--- config.mk ---
export PLATFORM = sky130hd
export DESIGN_NAME = serial_parity_rx_flat
export DESIGN_NICKNAME = d
export VERILOG_FILES = /design/src/rtl/serial_parity_rx_if.sv /design/src/rtl/serial_parity_rx.sv /design/src/flat_wrapper.sv
export SDC_FILE = /design/constraint.sdc
export NUM_CORES = 1
export LEC_CHECK = 0
export ABC_AREA = 1
export CORE_MARGIN = 2
export CORE_UTILIZATION = 45
export DETAILED_ROUTE_END_ITERATION = 16
export PLACE_DENSITY = 0.71
export SETUP_SLACK_MARGIN = 0.05
export SYNTH_ARGS = -nofsm -noshare
export SYNTH_HDL_FRONTEND = slang
export SYNTH_SLANG_ARGS = --single-unit
--- constraint.sdc ---
create_clock -name clk -period 1.6 [get_ports clk]
set_clock_uncertainty 0.15 [all_clocks]
set_input_delay 0.4 -clock clk [delete_from_list [all_inputs] [get_ports clk]]
set_output_delay 0.4 -clock clk [all_outputs]
set_load 0.05 [all_outputs]
--- src/rtl/serial_parity_rx_if.sv ---
// Bit-serial link into the parity receiver plus its word-level results.
// in_valid qualifies in_bit; there is no backpressure, so every valid bit is consumed on its edge.
interface serial_parity_rx_if #(
   parameter int DATA_W = 8
);
   logic              in_bit;
   logic              in_valid;
   logic [DATA_W-1:0] data;
   logic              done;
   logic              par_err;
   logic              frame_err;
   logic              busy;
   logic [1:0]        state_dbg;

   modport master (
      output in_bit, in_valid,
      input  data, done, par_err, frame_err, busy, state_dbg
   );

   modport slave (
      input  in_bit, in_valid,
      output data, done, par_err, frame_err, busy, state_dbg
   );
endinterface

--- src/rtl/serial_parity_rx.sv ---
// Receives start / DATA_W data bits LSB first / parity / stop frames and
// reports the word with parity and framing error flags.
module serial_parity_rx #(
   parameter int DATA_W   = 8,
   parameter bit EVEN_PAR = 1'b1
) (
   input  logic               clk,
   input  logic               reset,
   serial_parity_rx_if.slave  rx
);
   localparam int CW = $clog2(DATA_W) + 1;
   localparam logic [CW-1:0] LAST_CNT = CW'(DATA_W - 1);
   localparam logic PAR_FLIP = ~EVEN_PAR;

   typedef enum logic [1:0] {
      ST_IDLE = 2'd0,
      ST_DATA = 2'd1,
      ST_PAR  = 2'd2,
      ST_STOP = 2'd3
   } state_t;

   state_t            state_q, state_d;
   logic [DATA_W-1:0] shreg_q, shreg_d;
   logic [CW-1:0]     cnt_q, cnt_d;
   logic              acc_q, acc_d;
   logic              perr_q, perr_d;
   logic [DATA_W-1:0] data_q, data_d;
   logic              done_q, done_d;
   logic              par_err_q, par_err_d;
   logic              frame_err_q, frame_err_d;

   always_ff @(posedge clk) begin
      if (reset) begin
         state_q     <= ST_IDLE;
         shreg_q     <= '0;
         cnt_q       <= '0;
         acc_q       <= 1'b0;
         perr_q      <= 1'b0;
         data_q      <= '0;
         done_q      <= 1'b0;
         par_err_q   <= 1'b0;
         frame_err_q <= 1'b0;
      end else begin
         state_q     <= state_d;
         shreg_q     <= shreg_d;
         cnt_q       <= cnt_d;
         acc_q       <= acc_d;
         perr_q      <= perr_d;
         data_q      <= data_d;
         done_q      <= done_d;
         par_err_q   <= par_err_d;
         frame_err_q <= frame_err_d;
      end
   end

   always_comb begin
      state_d = state_q;
      if (rx.in_valid) begin
         case (state_q)
            ST_IDLE: if (!rx.in_bit) state_d = ST_DATA;
            ST_DATA: if (cnt_q == LAST_CNT) state_d = ST_PAR;
            ST_PAR:  state_d = ST_STOP;
            ST_STOP: state_d = ST_IDLE;
            default: state_d = ST_IDLE;
         endcase
      end
   end

   // Datapath: everything except done holds on stall cycles; done is a single-cycle pulse.
   always_comb begin
      shreg_d     = shreg_q;
      cnt_d       = cnt_q;
      acc_d       = acc_q;
      perr_d      = perr_q;
      data_d      = data_q;
      done_d      = 1'b0;
      par_err_d   = par_err_q;
      frame_err_d = frame_err_q;
      if (rx.in_valid) begin
         case (state_q)
            ST_IDLE: begin
               if (!rx.in_bit) begin
                  shreg_d = '0;
                  cnt_d   = '0;
                  acc_d   = 1'b0;
               end
            end
            ST_DATA: begin
               shreg_d = (shreg_q >> 1) | (DATA_W'(rx.in_bit) << (DATA_W - 1));
               acc_d   = acc_q ^ rx.in_bit;
               cnt_d   = cnt_q + CW'(1);
            end
            ST_PAR: begin
               // Odd parity flips the compare, making it an XNOR of accumulator and parity bit.
               perr_d = acc_q ^ rx.in_bit ^ PAR_FLIP;
            end
            ST_STOP: begin
               data_d      = shreg_q;
               par_err_d   = perr_q;
               frame_err_d = ~rx.in_bit;
               done_d      = 1'b1;
            end
            default: ;
         endcase
      end
   end

   always_comb begin
      rx.busy      = (state_q != ST_IDLE);
      rx.state_dbg = state_q;
      rx.data      = data_q;
      rx.done      = done_q;
      rx.par_err   = par_err_q;
      rx.frame_err = frame_err_q;
   end
endmodule

--- src/flat_wrapper.sv ---
// flat-port wrapper written by rule: the top's interface ports become plain ports
module serial_parity_rx_flat 
#(
   parameter int DATA_W   = 8,
   parameter bit EVEN_PAR = 1'b1
)
  (clk, reset, rx_in_bit, rx_in_valid, rx_data, rx_done, rx_par_err, rx_frame_err, rx_busy, rx_state_dbg);
  serial_parity_rx_if #(.DATA_W(DATA_W)) rx_i ();
  input  logic clk;
  input  logic reset;
  input wire logic [$bits(rx_i.in_bit)-1:0] rx_in_bit;
  input wire logic [$bits(rx_i.in_valid)-1:0] rx_in_valid;
  output wire logic [$bits(rx_i.data)-1:0] rx_data;
  output wire logic [$bits(rx_i.done)-1:0] rx_done;
  output wire logic [$bits(rx_i.par_err)-1:0] rx_par_err;
  output wire logic [$bits(rx_i.frame_err)-1:0] rx_frame_err;
  output wire logic [$bits(rx_i.busy)-1:0] rx_busy;
  output wire logic [$bits(rx_i.state_dbg)-1:0] rx_state_dbg;
  assign rx_i.in_bit = rx_in_bit;
  assign rx_i.in_valid = rx_in_valid;
  assign rx_data = rx_i.data;
  assign rx_done = rx_i.done;
  assign rx_par_err = rx_i.par_err;
  assign rx_frame_err = rx_i.frame_err;
  assign rx_busy = rx_i.busy;
  assign rx_state_dbg = rx_i.state_dbg;
  serial_parity_rx #(.DATA_W(DATA_W), .EVEN_PAR(EVEN_PAR)) u_core (.clk(clk), .reset(reset), .rx(rx_i));
endmodule
Yosys cells after proc, flatten, opt, wreduce, memory -nomap -nowiden
Index checks and enable logic that the tools add are counted.
{"block": "totals", "mem_bits_rw": 0, "in_bits": 4, "regBits": 27, "output_inout_bits": 14, "n_memories": 0, "wordCells": 38, "latch_bits": 0, "rom_bits": 0}
{"block": "classes", "eq_ne": 6, "magnitude_cmp": 0, "shift": 0, "bitwise": 4, "div_mod_pow": 0, "addsub": 1, "reduce_logical": 8, "muxes": 10, "mul": 0}
{"operator": "8-bit case mux with 2 select lines", "n": 1}
{"operator": "8-bit two-way mux", "n": 1}
{"operator": "7-bit by 8-bit bitwise OR with 8-bit output", "n": 1}
{"operator": "2-bit case mux with 4 select lines", "n": 1}
{"operator": "4-bit case mux with 2 select lines", "n": 1}
{"operator": "3-bit AND reduction", "n": 2}
{"operator": "4-bit by 1-bit adder with 4-bit output (second input constant)", "n": 1}
{"operator": "2-bit equality test (second input constant)", "n": 2}
{"operator": "4-bit by 3-bit equality test with 1-bit output (second input constant)", "n": 1}
{"operator": "2-bit two-way mux", "n": 2}
{"operator": "4-bit two-way mux", "n": 1}
{"operator": "2-bit AND reduction", "n": 2}
{"operator": "2-bit nonzero test", "n": 2}
{"operator": "2-bit by 1-bit equality test with 1-bit output (second input constant)", "n": 1}
{"operator": "2-bit zero test", "n": 1}
{"operator": "1-bit two-way mux", "n": 2}
{"operator": "2-bit by 1-bit != test with 1-bit output (second input constant)", "n": 1}
{"operator": "2-bit != test (second input constant)", "n": 1}
{"operator": "1-bit inverter", "n": 2}
{"operator": "1-bit case mux with 2 select lines", "n": 1}
{"operator": "2-bit OR reduction", "n": 1}
{"operator": "1-bit bitwise XOR", "n": 1}

Logic depth before layout (Yosys ltp)
{"block": "logic_depth", "depth_word": 3, "ltp_mapped": 9, "depth_no_buf": 8}

Worst setup path after synthesis
OpenSTA, ideal clock, no wires.
{"block": "synth_path", "path_type": "reg-to-reg", "from": "reg u_core.state_q[0], in the netlist u_core.rx.state_dbg[0]", "to": "reg u_core.cnt_q[2]", "arrival_time_ps": 1724, "setup_ps": 112, "required_time_ps": 1338, "setup_slack_ps": -385, "synth_period_minus_slack_ps": 1985, "stages_incl_launch_ff": 9, "n_path_buf": 0, "path_cell_list": "dfxtp_1 inv_1 ha_1 inv_1 nand2_1 nand4_1 nand2_1 nand2_1 nor2_1"}
{"block": "synth_between", "elab_chain_cells": 3, "elab_cells_between_ends": 6, "cone_classes": "eq/ne (2); mux (1); reduce/logical (3)"}
{"item": "start: declaration", "line_no": "serial_parity_rx.sv:22", "source": "state_t state_q, state_d;"}
{"item": "start signal: assignment", "line_no": "serial_parity_rx.sv:44", "source": "state_q <= state_d;"}
{"item": "2-bit by 1-bit equality test with 1-bit output or 2-bit zero test (tied branches)", "line_no": "serial_parity_rx.sv:80", "source": "case (state_q)"}
{"item": "2-bit nonzero test (no source line) or 2-bit != test (tied branches)"}
{"item": "3-bit AND reduction (no source line)"}
{"item": "end signal: assignment", "line_no": "serial_parity_rx.sv:46", "source": "cnt_q <= cnt_d;"}
{"item": "end: declaration", "line_no": "serial_parity_rx.sv:24", "source": "logic [CW-1:0] cnt_q, cnt_d;"}
Parallel ways exist; a longest one is shown, timed or not.
A chain may end at the register's enable or synchronous reset.

Worst setup path in the final report
{"block": "layout_path", "from": "reg u_core.state_q[1], in the netlist u_core.rx.state_dbg[1]", "to": "out rx_busy"}
{"block": "layout_between", "elab_chain_cells": 1}
{"item": "2-bit nonzero test", "line_no": "serial_parity_rx.sv:109", "source": "rx.busy = (state_q != ST_IDLE);"}
{"item": "end: declaration", "line_no": "flat_wrapper.sv:17", "source": "output wire logic [$bits(rx_i.busy)-1:0] rx_busy;"}
No other way between the ends.

==> impl_metrics.json <==
{
  "status": "finished, violations left",
  "violations": "setup timing",
  "dpl_cell_area_um2": 1610,
  "max_freq_ghz": 0.586,
  "crit_fanout": 2,
  "cp.depth": 4,
  "power_mw": 1.44,
  "grt_pass1_wl_mm": 4.18,
  "num_antenna_cells": 0,
  "syn_to_final_growth_pct": 41.7,
  "yosys_warnings": 0,
  "routabilityCongestion": 0.844,
  "netlist_instances": 150,
  "max_stage_delay_ns": 0.37,
  "finalHoldViolCount": 0,
  "die_w_um": 56.0,
  "io_pins": 18,
  "reg2reg_depth": 9,
  "cts.sinks": 27,
  "wl_met3_um": 86,
  "drc_errors": 0,
  "final_util": 0.683,
  "nNetsFinal": 191,
  "crit_type": "flip-flop to output pin",
  "route.met2.wl_mm": 1.27,
  "post-route-period-util": 1.07,
  "placed_cells": 200,
  "critical_path.top_delay_family": "flip-flops",
  "viasPerCell": 5.00,
  "cts_tree": "done",
  "rows": 18,
  "clockBufferDepth": 2,
  "relSlewSlack": 0.760,
  "slowest_stage": "dfxtp_4",
  "avgRoutedWirePerCell_um": 11.6,
  "io_buffer_count": 17,
  "grt_max_degree": 15,
  "ant_nets": 0,
  "rrSetupSlack_ns": 0.06,
  "drive_gt1_frac": 0.372,
  "yosysUniqueCellTypes": 21,
  "initial_core_util": 0.482,
  "end_kind": "output pin",
  "dr.pass1.iters": 4,
  "dr_total_vias": 1049,
  "clock-root-buffer": "clkbuf_4",
  "hold_ws_ns": 0.330,
  "clk_pin_slew_ns": 0.14,
  "worstReg2RegEnd": "u_core.shreg_q[7]",
  "fin_setup_tns_ns": -0.107,
  "start_kind": "flip-flop",
  "reg2reg_from": "u_core.rx.state_dbg[0]",
  "ys_seq_area_frac": 0.444,
  "place_ws_ns": -0.132,
  "synth_top_area_share": 0.444,
  "syn_nets": 160,
  "drt-initial-drc-count": 28,
  "final_cells": 210,
  "highest_layer": "met4",
  "power_leakage_nw": 0.681,
  "wl_met1_mm": 1.06,
  "final_cell_mix": "27 x nor2_1, 25 x dfxtp_1, 20 x nand2_1, 14 x buf_12",
  "arrival_ns": 1.16,
  "antenna_found_initial": 0,
  "die_h_um": 56.0,
  "synth_area_um2": 1220,
  "die_area_um2": 3130,
  "mostFrequentLayoutCell": "nor2_1",
  "drv_slew": 0,
  "core_um2": 2520,
  "crit_end": "rx_busy",
  "fillCellCount": 204,
  "holdBufCountCts": 0,
  "ys_ff_latch": 27,
  "finalWorstSetupSlack_ns": -0.107,
  "final_cell_area_um2": 1720,
  "yosys.area.top_type": "dfxtp_1",
  "power_density_nw_per_um2": 837,
  "grt_pass1_vias": 1041,
  "setup-violations-final": 1,
  "clock_latency_ns": 0.32,
  "path_cells": "inv_4, ha_4, clkinvlp_4, buf_12",
  "peakVddDrop_mv": 0.561,
  "min_period_ns": 1.71,
  "crit_start": "u_core.rx.state_dbg[1]",
  "yosys-top-cells-area": "dfxtp_1 44%, nor2_1 8.6%, nand2_1 6.8%",
  "maxCapViolations": 0,
  "grt_usage": 0.166,
  "dp_hpwl_mm": 1.78,
  "overflow": 0,
  "syn_avg_cell_area_um2": 8.11,
  "grt_setup_unrepaired": "yes",
  "wirelength_mm": 2.44,
  "holdCritPathClass": "flip-flop to flip-flop",
  "path_buf_inv": 3,
  "htreeDepth": 1,
  "cts_made_buffers": 3,
  "required_ns": 1.05,
  "worst_pin_slew_ns": 0.360
}
[metal layers]
layer | up-vias | track usage
met5 | - | 0
met4 | 0 | 0.0918
met3 | 4 | 0.0326
met2 | 24 | 0.287
met1 | 485 | 0.189
li1 | 536 | -
[synth_stat cells (all sizes together)]
cell type	count
o21ai	11
nor2	31
nand2	33
clkbuf	2
xor2	1
ha	6
mux2i	1
dfxtp	27
nand4	2
a21oi	14
buf	4
inv	13
nand3	5
[kinds of logic after synthesis]
family,Yosys count,share of synthesized area
xor gates and xnor gates,1,0.00720
AOI/OAI and AO/OA,25,0.131
muxes,1,0.00823
and+or+nand+nor,71,0.265
DFF,27,0.444
buffers and inverters,19,0.0823
adders and majority gates,6,0.0617
[where the power goes]
group	internal, mW	total, mW	switching [mW]
Sequential	0.693	0.711	0.0181
Clock	0.0976	0.288	0.191
Combinational	0.196	0.442	0.246
[worst min-delay path, cell delays in order, from the launching register on]
cell and delay (ns):
dfxtp_1 0.34, nand2_2 0.07, a21oi_2 0.04
[what timing repair did]
| action | in CTS | in global routing |
|---|---|---|
| pin swaps | 1 | 10 |
| gates resized for setup | 3 | 10 |
| setup endpoints to repair | 1 | 15 |
| cloned | 0 | 1 |
| setup buffers | 5 | 1 |
[cell type report]
cell class              count  area (um2)  share of cell area
flip-flops and latches     27         548               0.318
well taps                  30        37.5              0.0218
inverters                  13        62.6              0.0363
repair buffers             32         438               0.254
clock buffers               4        26.3              0.0153
multi-input cells         104         611               0.354
[worst min path at each step]
stage	start	endpoint	slack, ns	depth (start not counted)
after floorplan	u_core.shreg_q[0]	u_core.shreg_q[0]	0.29	2
after global routing	u_core.shreg_q[0]	u_core.shreg_q[0]	0.34	2
after global placement	u_core.shreg_q[0]	u_core.shreg_q[0]	0.31	2
final	u_core.shreg_q[0]	u_core.shreg_q[0]	0.33	2
after detailed placement	u_core.shreg_q[0]	u_core.shreg_q[0]	0.31	2
after CTS	u_core.shreg_q[0]	u_core.shreg_q[0]	0.33	2
[state kept, by name, indices dropped and copies added, names as in the netlist]
signal / count
u_core.rx.data: 8
u_core.rx.par_err: 1
u_core.perr_q: 1
u_core.rx.state_dbg: 2
u_core.rx.done: 1
u_core.cnt_q: 4
u_core.rx.frame_err: 1
u_core.shreg_q: 8
u_core.acc_q: 1
No activity file was read; power rests on OpenSTA's default activity.
==> RTL change: new RTL, same flow settings <==
`EVEN_PAR` is set to 1'b1 in 2 places; all go to 1'b0.
--- a/src/rtl/serial_parity_rx.sv
+++ b/src/rtl/serial_parity_rx.sv
@@ -2,7 +2,7 @@
 // reports the word with parity and framing error flags.
 module serial_parity_rx #(
    parameter int DATA_W   = 8,
-   parameter bit EVEN_PAR = 1'b1
+   parameter bit EVEN_PAR = 1'b0
 ) (
    input  logic               clk,
    input  logic               reset,
--- a/src/flat_wrapper.sv
+++ b/src/flat_wrapper.sv
@@ -2,7 +2,7 @@
 module serial_parity_rx_flat 
 #(
    parameter int DATA_W   = 8,
-   parameter bit EVEN_PAR = 1'b1
+   parameter bit EVEN_PAR = 1'b0
 )
   (clk, reset, rx_in_bit, rx_in_valid, rx_data, rx_done, rx_par_err, rx_frame_err, rx_busy, rx_state_dbg);
   serial_parity_rx_if #(.DATA_W(DATA_W)) rx_i ();
Formal check against the unedited RTL: no difference found for any inputs over 10 cycles, from zero or initial values and one cycle with reset high; that may be too few to reach the edited logic, so the function may still have changed.
==> RTL change against the unedited design <==
  * The flow still finishes with violations (setup timing)
  * Core utilization grew 1.5 points
  * Final area grew 2.3%
  * Die area shrank 0.57%
  * Critical path depth is the same
  * Sequential cell count is the same
  * Setup slack lost 0.023 ns
  * Final cell count grew 0.95%
  * Total power grew 3.9%
  * Synthesized cell count grew 0.67%
  * Combinational power grew 2%
  * Synthesized area shrank 0.62%
  * Hold slack lost 0.0026 ns
  * Wire length grew 3.2%
  * Critical endpoint unchanged
  * Largest power group unchanged
==> RTL change: results (changes against the unedited design) <==
stage;metric;value;unit;change
power_and_ir_drop;P_int;1000;uW;+1.3%
route;Met2 Wirelength;1.29;mm;+1.2%
sta;Slew HR;84.8;%;+8.9 points
grt;first-pass GRT wire length;4.22;mm;+0.98%
synthesis;Compound-Gate Fraction of Synth Area;14.3;%;+1.2 points
sta;setup ws final;-0.130;ns;-0.0234 ns
grt;largest net degree at the start of global routing;18;;+3
route;via/cell ratio;5.00;;about the same
synthesis;Area contributors post-synth;dfxtp_1 (45%), nor2_1 (8.7%), a21oi_2 (7.2%), nand2_1 (6.8%), ha_1 (6.2%);;
route;Met1 Wirelength;1.13;mm;+6.7%
grt;vias in the first global route;1021;;-1.9%
placed_design;half-perimeter wire length after placement;1.82;mm;+2.2%
grt;Overall Global Routing Usage;16.8;%;+0.22 points
synthesis;post-synth cell types;20;;-4.8%
synthesis;post-synthesis xor/xnor area fraction;0.725;%;+0.0045 points
power_and_ir_drop;maximum VDD drop;0.000790;V;+41%
sta;# setup viols final;1;;unchanged
route;Post-Route WL;2.52;mm;+3.2%
clock_network;post-CTS resize count;4;;+1
clock_network;Clock transition at path regs;0.17;ns;+0.03 ns
grt;met3 Usage GRT;2.33;%;-0.93 points
power_and_ir_drop;Net Sw Frac;33.3;%;+1.7 points
route;DR vias;1060;;+1.0%
final_layout;FILL cells;196;;-3.9%
sta;setup TNS;-0.130;ns;-0.0234 ns
power_and_ir_drop;Combinational Power Share;30.2;%;-0.4 points
run_status;failing checks;setup timing;;
synthesis;Syn Area/Cell;8.00;um^2;-1.3%
clock_network;worst-skew pair later-pin latency;0.34;ns;+0.02 ns
run_status;status;complete, but fails checks;;
RTL change: cell count changes in the layout (fill, tap and decap cells not counted), sizes merged:
cell    unedited run  this run
inv               12        14
a21oi             14        15
buf               29        30
clkbuf             4         3
mux2i              1         0
nor2              31        30
o21ai             11        12
RTL change: cell type report:
type	count	area, um^2	area share, %
Clock buffer	3	22.5	1.28
Clock inverter	1	8.76	0.497
Inverter	14	66.3	3.76
Multi-Input combinational cell	104	621	35.2
Sequential cell	27	548	31.1
Tap cell	30	37.5	2.13
Timing Repair Buffer	33	458	26.0
RTL change: final timing paths:
path	end	slack (ns)	depth (start not counted)
worst max-delay path	rx_busy	-0.13	4
worst min-delay path	u_core.shreg_q[0]	0.33	2
worst max register to register	u_core.acc_q	0.03	9
worst min register to register	u_core.shreg_q[0]	0.33	2
RTL change: critical path: cells and delay by family, from the launching register on:
family / cells / cell delay [ns]
adders and majority gates: 1 / 0.14
DFF: 1 / 0.38
buffers and inverters: 3 / 0.31
